===== config.mk =====
export PLATFORM = sky130hd
export DESIGN_NAME = mixer_nch
export DESIGN_NICKNAME = d
export VERILOG_FILES = /design/src/rtl/mixer_nch.sv
export SDC_FILE = /design/constraint.sdc
export NUM_CORES = 1
export LEC_CHECK = 0
export CAP_MARGIN = 10
export CELL_PAD_IN_SITES_DETAIL_PLACEMENT = 1
export CELL_PAD_IN_SITES_GLOBAL_PLACEMENT = 2
export CORE_MARGIN = 4
export CORE_UTILIZATION = 40
export CTS_CLUSTER_SIZE = 30
export DETAILED_ROUTE_END_ITERATION = 8
export PLACE_DENSITY_LB_ADDON = 0.1
export REMOVE_ABC_BUFFERS = 1
export SETUP_SLACK_MARGIN = 0.4
export SYNTH_ARGS = -nofsm -noshare
export SYNTH_HDL_FRONTEND = slang
export SYNTH_SLANG_ARGS = --single-unit

===== constraint.sdc =====
create_clock -name i_clk -period 7.6 [get_ports i_clk]
set_clock_uncertainty 0.2 [all_clocks]
set_input_delay 2.28 -clock i_clk [delete_from_list [all_inputs] [get_ports i_clk]]
set_output_delay 2.28 -clock i_clk [all_outputs]
set_load 0.01 [all_outputs]

===== src/rtl/mixer_nch.sv =====
// N-channel sample mixer: per-channel latches and gains, summed one channel per clock
// on an execute strobe, then shifted, saturated and registered for the DAC stage.
module mixer_nch #(
    parameter int N_CH  = 4,
    parameter int W     = 8,
    parameter int L     = 3,
    parameter int SHIFT = 2,
    parameter int OUT_W = 10
) (
    input  logic                i_clk,
    input  logic                i_rst_n,
    input  logic [N_CH*W-1:0]   i_samples,
    input  logic [N_CH-1:0]     i_load,
    input  logic [N_CH*L-1:0]   i_levels,
    input  logic [N_CH-1:0]     i_mute,
    input  logic                i_execute,
    output logic                o_busy,
    output logic                o_valid,
    output logic                o_clip,
    output logic [OUT_W-1:0]    o_output
);

    localparam int AW      = W + L + $clog2(N_CH);
    localparam int IW      = $clog2(N_CH);
    localparam int PW      = W + L;
    localparam int RW      = (AW > OUT_W) ? AW : OUT_W;
    localparam int OUT_MAX = (1 << OUT_W) - 1;
    localparam logic [IW-1:0] LAST_IDX = IW'(N_CH - 1);

    typedef enum logic [1:0] {
        IDLE,
        ACCUM,
        DONE
    } state_t;

    state_t          r_state;
    state_t          w_next;
    logic [W-1:0]    r_latch [N_CH];
    logic [W-1:0]    r_snap  [N_CH];
    logic [L-1:0]    r_lvl   [N_CH];
    logic [N_CH-1:0] r_mute;
    logic [AW-1:0]   r_acc;
    logic [IW-1:0]   r_idx;
    logic [PW-1:0]   w_term;
    logic [RW-1:0]   w_shifted;
    logic            w_sat;

    always_ff @(posedge i_clk) begin
        if (!i_rst_n) begin
            for (int k = 0; k < N_CH; k++) r_latch[k] <= '0;
        end else begin
            for (int k = 0; k < N_CH; k++) begin
                if (i_load[k]) r_latch[k] <= i_samples[k*W +: W];
            end
        end
    end

    always_ff @(posedge i_clk) begin
        if (!i_rst_n) r_state <= IDLE;
        else          r_state <= w_next;
    end

    always_comb begin
        w_next = r_state;
        case (r_state)
            IDLE:    if (i_execute) w_next = ACCUM;
            ACCUM:   if (r_idx == LAST_IDX) w_next = DONE;
            DONE:    w_next = IDLE;
            default: w_next = IDLE;
        endcase
    end

    // Muted or zero-level channels contribute nothing; products never overflow PW bits.
    always_comb begin
        w_term = '0;
        if (!r_mute[r_idx]) w_term = PW'(r_snap[r_idx]) * PW'(r_lvl[r_idx]);
    end

    always_comb begin
        w_shifted = RW'(r_acc >> SHIFT);
        w_sat     = (w_shifted > RW'(OUT_MAX));
    end

    always_ff @(posedge i_clk) begin
        if (!i_rst_n) begin
            for (int k = 0; k < N_CH; k++) begin
                r_snap[k] <= '0;
                r_lvl[k]  <= '0;
            end
            r_mute   <= '0;
            r_acc    <= '0;
            r_idx    <= '0;
            o_busy   <= 1'b0;
            o_valid  <= 1'b0;
            o_clip   <= 1'b0;
            o_output <= '0;
        end else begin
            o_valid <= 1'b0;
            case (r_state)
                IDLE: begin
                    if (i_execute) begin
                        // Snapshot reads the pre-edge latch, so a same-cycle load is not seen.
                        for (int k = 0; k < N_CH; k++) begin
                            r_snap[k] <= r_latch[k];
                            r_lvl[k]  <= i_levels[k*L +: L];
                        end
                        r_mute <= i_mute;
                        r_acc  <= '0;
                        r_idx  <= '0;
                        o_busy <= 1'b1;
                    end
                end
                ACCUM: begin
                    r_acc <= r_acc + AW'(w_term);
                    r_idx <= r_idx + 1'b1;
                end
                DONE: begin
                    o_output <= w_sat ? {OUT_W{1'b1}} : w_shifted[OUT_W-1:0];
                    o_clip   <= w_sat;
                    o_valid  <= 1'b1;
                    o_busy   <= 1'b0;
                end
                default: ;
            endcase
        end
    end

endmodule


-- Yosys cells after proc, flatten, opt, wreduce, memory -nomap -nowiden
Memories as Yosys holds them, arrays and structs flattened. A register that Yosys moved wholly into a read port is not among the register bits.
Index checks and enable logic that the tools add are counted.
- bits in registers: 34
- memory bits (writable): 76
- output and inout bits: 13
- logic and storage cells: 87
- memories: 3
- memories (memory ; words ; bits a word ; read ports ; clocked after memory_dff ; wr ports ; line ; text):
    r_latch ; 4 ; 8 ; 4 ; 0 ; 4 ; 38 ; logic [W-1:0] r_latch [N_CH];
    r_snap ; 4 ; 8 ; 1 ; 1 ; 4 ; 39 ; logic [W-1:0] r_snap [N_CH];
    r_lvl ; 4 ; 3 ; 1 ; 1 ; 4 ; 40 ; logic [L-1:0] r_lvl [N_CH];
- $add $sub $neg: 2
- multiply operators: 1
- order comparisons: 2
- equality and inequality tests: 5
- muxes and demuxes: 47
- bitwise operators: 12
- reductions and logical operators: 7
- operators with widths (operator ; number):
    $mux 8 ; 8
    $pmux 13 s2 ; 1
    $mux 1 ; 20
    $mux 2 ; 7
    $add 13x11->13 ; 1
    $mux 13 ; 1
    $mux 3 ; 4
    $or 1x1->1 ; 12
    $gt 11x10->1 const B ; 1
    $mul 8x3->11 ; 1
    $mux 11 ; 1
    $mux 10 ; 1
    $pmux 2 s2 ; 2
    $reduce_and 2->1 ; 4
    $eq 2x2->1 const B ; 2
    $ne 2x2->1 const B ; 2
    $reduce_bool 2->1 ; 2
    $lt 2x3->1 const B ; 1
    $add 2x1->2 const B ; 1
    $bmux 1 s2 ; 1
    $eq 2x1->1 const B ; 1
    $logic_not 2->1 ; 1
    $pmux 1 s2 ; 1

-- Depth between registers and ports, before layout
- depth in word-level cells: 5
- depth in mapped cells: 19
- mapped depth without buffers: 18

-- Least setup slack after synthesis
Ideal clock, no wire load.
- path kind: register -> register
- start: register with a tool-made name
- end: register r_acc[11]
- data arrival time: 3.874 ns
- slack: 3.403 ns
- cell stages (with the launch flop): 19
- period minus slack after synthesis: 4.197 ns
- cells stage by stage: dfxtp_1 -> buf_4 -> mux4_2 -> nand2_1 -> fa_1 -> inv_1 -> ha_1 -> inv_1 -> fa_1 -> nor2b_1 -> o31a_1 -> o21ai_0 -> a211oi_1 -> ha_1 -> a21o_1 -> a21o_1 -> a21oi_1 -> o22ai_1 -> mux2i_1
- RTL lines (what ; line ; text):
    to (signal assigned) ; 114 ; r_acc <= r_acc + AW'(w_term);
    to (decl) ; 42 ; logic [AW-1:0] r_acc;

==> run metrics <==
die extent in x 126 um; CTS resizes 0; RSZ-0062 raised after global routing no; first-pass GRT wire length 20600 um; Total GRT Usage 0.164; Synth Register Bits 112; max-slew violations 0; total CTS buffers 9; Max Root-Sink Buffers 2; most common cell in the netlist and3_1; total clock sinks 112; Tightest Hold Check Type flip-flop to flip-flop; static leakage 0.00278 uW; critical-path cell list mux4_2 > nand2_1 > fa_1 > inv_1 > ha_1 > inv_1 > fa_1 > nor2b_1 > o21ai_0 > a211oi_1 > ha_1 > a2111oi_2 > o21ai_1 > a41oi_2 > xor2_1 > o21ai_1; met2 wire len 5730 um; die height 126 um; vias in the first global route 4035; final antenna-violating net count 0; crit end category flip-flop; Post-Synthesis Cells 476; Row Count 42; Worst VDD drop 0.126 mV; met1 WL 6080 um; crit path kind flip-flop to flip-flop; global route overflow 0; Synth cell types 44; initial drt markers 236; number of buffers inserted by hold repair at cts 0; Final setup viols 0; CTS H-tree depth 3; Final Hold Viols 0; share of the synthesized area in the top cell type 0.412; Setup Buffers After CTS 0; synth warn 0; TritonCTS clock tree built; full die area 15800 um^2; fillcell total 1412; Post-layout nets 616; Worst Hold Depth 2; diodes inserted 0; R2R cell count 16; I/O pin total 68; PortBufs 67; Synth Area per Inst 11.6 um^2; layout cells sized above 1 0.0765; clk slew on worst S/H paths 0.08 ns; vias after detailed routing 3776; EDFF count, synth 76; largest net degree at the start of global routing 68; Final TNS setup 0 ns; type of origin of the critical path flip-flop; Crit path required time 7.65 ns; Tmin final 4.85 ns; fmax 206 MHz; Via density 5.30; Worst Tran Pin Value 1.04 ns; root buffer cell clkbuf_16; period utilization 0.639; Post-Syn Area 5540 um^2; CP peak stage delay 0.77 ns; Syn-to-layout area delta 19.8%; total power 1370 uW; ranking of synthesized cells by area edfxtp_1 41%, dfxtp_1 13%, and3_1 8.9%; Reg2Reg Setup Slack 2.75 ns; # DRC 0; Total Routed Length 12400 um; DR WL met3 370 um; register area share after synthesis 0.542; most frequent cells after synthesis 79 x and3_1, 76 x edfxtp_1, 42 x nand2_1, 36 x dfxtp_1, 28 x nor2_1; initial antenna violation count 0; initial core utilization 0.413; Synth area leader edfxtp_1; pwr/cell area 207 nW/um^2; Clock Latency Late Sink 0.36 ns; slowest library cell on the worst path dfxtp_1; HPWL Detailed 9130 um; worst relative slew slack 0.302; Max-Cap Viols 0; CP Max Fanout 11; 1st-pass router iterations 4; CP arrival 4.90 ns; top sig layer met4; Main synth FF type edfxtp_1; WL/cell 17.4 um; GPL Wtd Cong 0.778; Post-synth ARST share 0; core area 13400 um^2; status complete, no violations
## power by group
group	switching, uW	internal [uW]
Sequential	20.2	693
Clock	235	229
Combinational	104	88.6
Total	359	1010
## state kept, by name, indices dropped and copies added, names as in the netlist, named ones only
signal / count
r_acc: 13
r_snap: 32
r_latch: 32
r_mute: 4
r_lvl: 12
o_clip: 1
r_state: 2
o_busy: 1
o_valid: 1
r_idx: 2
o_output: 10
## cell usage in the layout (no fill, tap or decap), types with 3 or more instances in the layout
cell type | Yosys | routed
and3_1 | 79 | 79
edfxtp_1 | 76 | 76
clkdlybuf4s50_1 | 0 | 66
nand2_1 | 42 | 41
dfxtp_1 | 36 | 36
nor2_1 | 28 | 28
ha_1 | 22 | 22
a21oi_1 | 20 | 20
inv_1 | 17 | 17
a211oi_1 | 14 | 14
nand3_1 | 13 | 13
mux4_2 | 12 | 12
xor2_1 | 9 | 9
clkbuf_16 | 0 | 9
nand2b_1 | 8 | 8
fa_1 | 8 | 8
o21ai_0 | 7 | 7
a21o_1 | 7 | 7
and2_1 | 6 | 6
nor2b_1 | 5 | 5
o21ai_1 | 5 | 5
o211ai_1 | 4 | 4
o22ai_1 | 3 | 3
o21bai_1 | 3 | 3
nor3_1 | 3 | 3
a2111oi_2 | 3 | 3
buf_4 | 1 | 3
## worst paths after layout
kind	from	to
hold / removal	r_mute[0]$_SDFFE_PN0P_	r_mute[0]$_SDFFE_PN0P_
hold reg to reg	r_mute[0]$_SDFFE_PN0P_	r_mute[0]$_SDFFE_PN0P_
setup reg to reg	flip-flop	r_acc[9]$_SDFFE_PN0P_
setup / recovery	flip-flop	r_acc[9]$_SDFFE_PN0P_
## worst max-delay path, delay by kind of cell (launching register included)
kind | cells | cell delay [ns]
flip-flops | 1 | 0.77
XOR/XNOR | 1 | 0.16
buffers and inverters | 2 | 0.13
AND/OR/NAND/NOR | 2 | 0.34
adder cells (fa/ha/maj) | 4 | 1.30
AO/OA/AOI/OAI | 6 | 1.16
multiplexers | 1 | 0.68
## through the flow
step	instances	hold slack, ns	util	instance area [um^2]	worst slack, ns
after CTS	712	0.277	0.495	6630	2.73
final	712	0.268	0.495	6630	2.75
after global routing	712	0.311	0.495	6630	2.37
after floorplan	450	0.233	-	5420	3.21
after detailed placement	696	0.257	0.473	6340	2.67
after global placement	696	0.248	0.473	6340	2.77
## cells by family (layout without fill, tap and decap cells)
logic type / Yosys count / after routing / share of synthesized area
AND/OR/NAND/NOR: 190 / 190 / 0.182
flip-flops: 112 / 112 / 0.542
AO/OA/AOI/OAI: 76 / 76 / 0.0965
buffers and inverters: 44 / 104 / 0.0325
adder cells (fa/ha/maj): 30 / 30 / 0.0787
multiplexers: 14 / 14 / 0.0524
XOR/XNOR: 10 / 10 / 0.0158
## layout make-up
cell class	count	area, um^2	share of cell area
clock inverter	7	65.1	0.00981
clock buffer	9	225	0.0340
multi-input combinational	320	2360	0.356
tap	176	220	0.0332
timing repair buffer	70	688	0.104
sequential	112	3000	0.453
inverter	18	67.6	0.0102
## routing by layer
layer	vias to the layer above	track usage
met2	59	0.256
met3	11	0.0364
met4	0	0.0517
met1	1850	0.228
met5	-	0
li1	1856	-
Note: power is estimated with default switching activity, not from simulation.
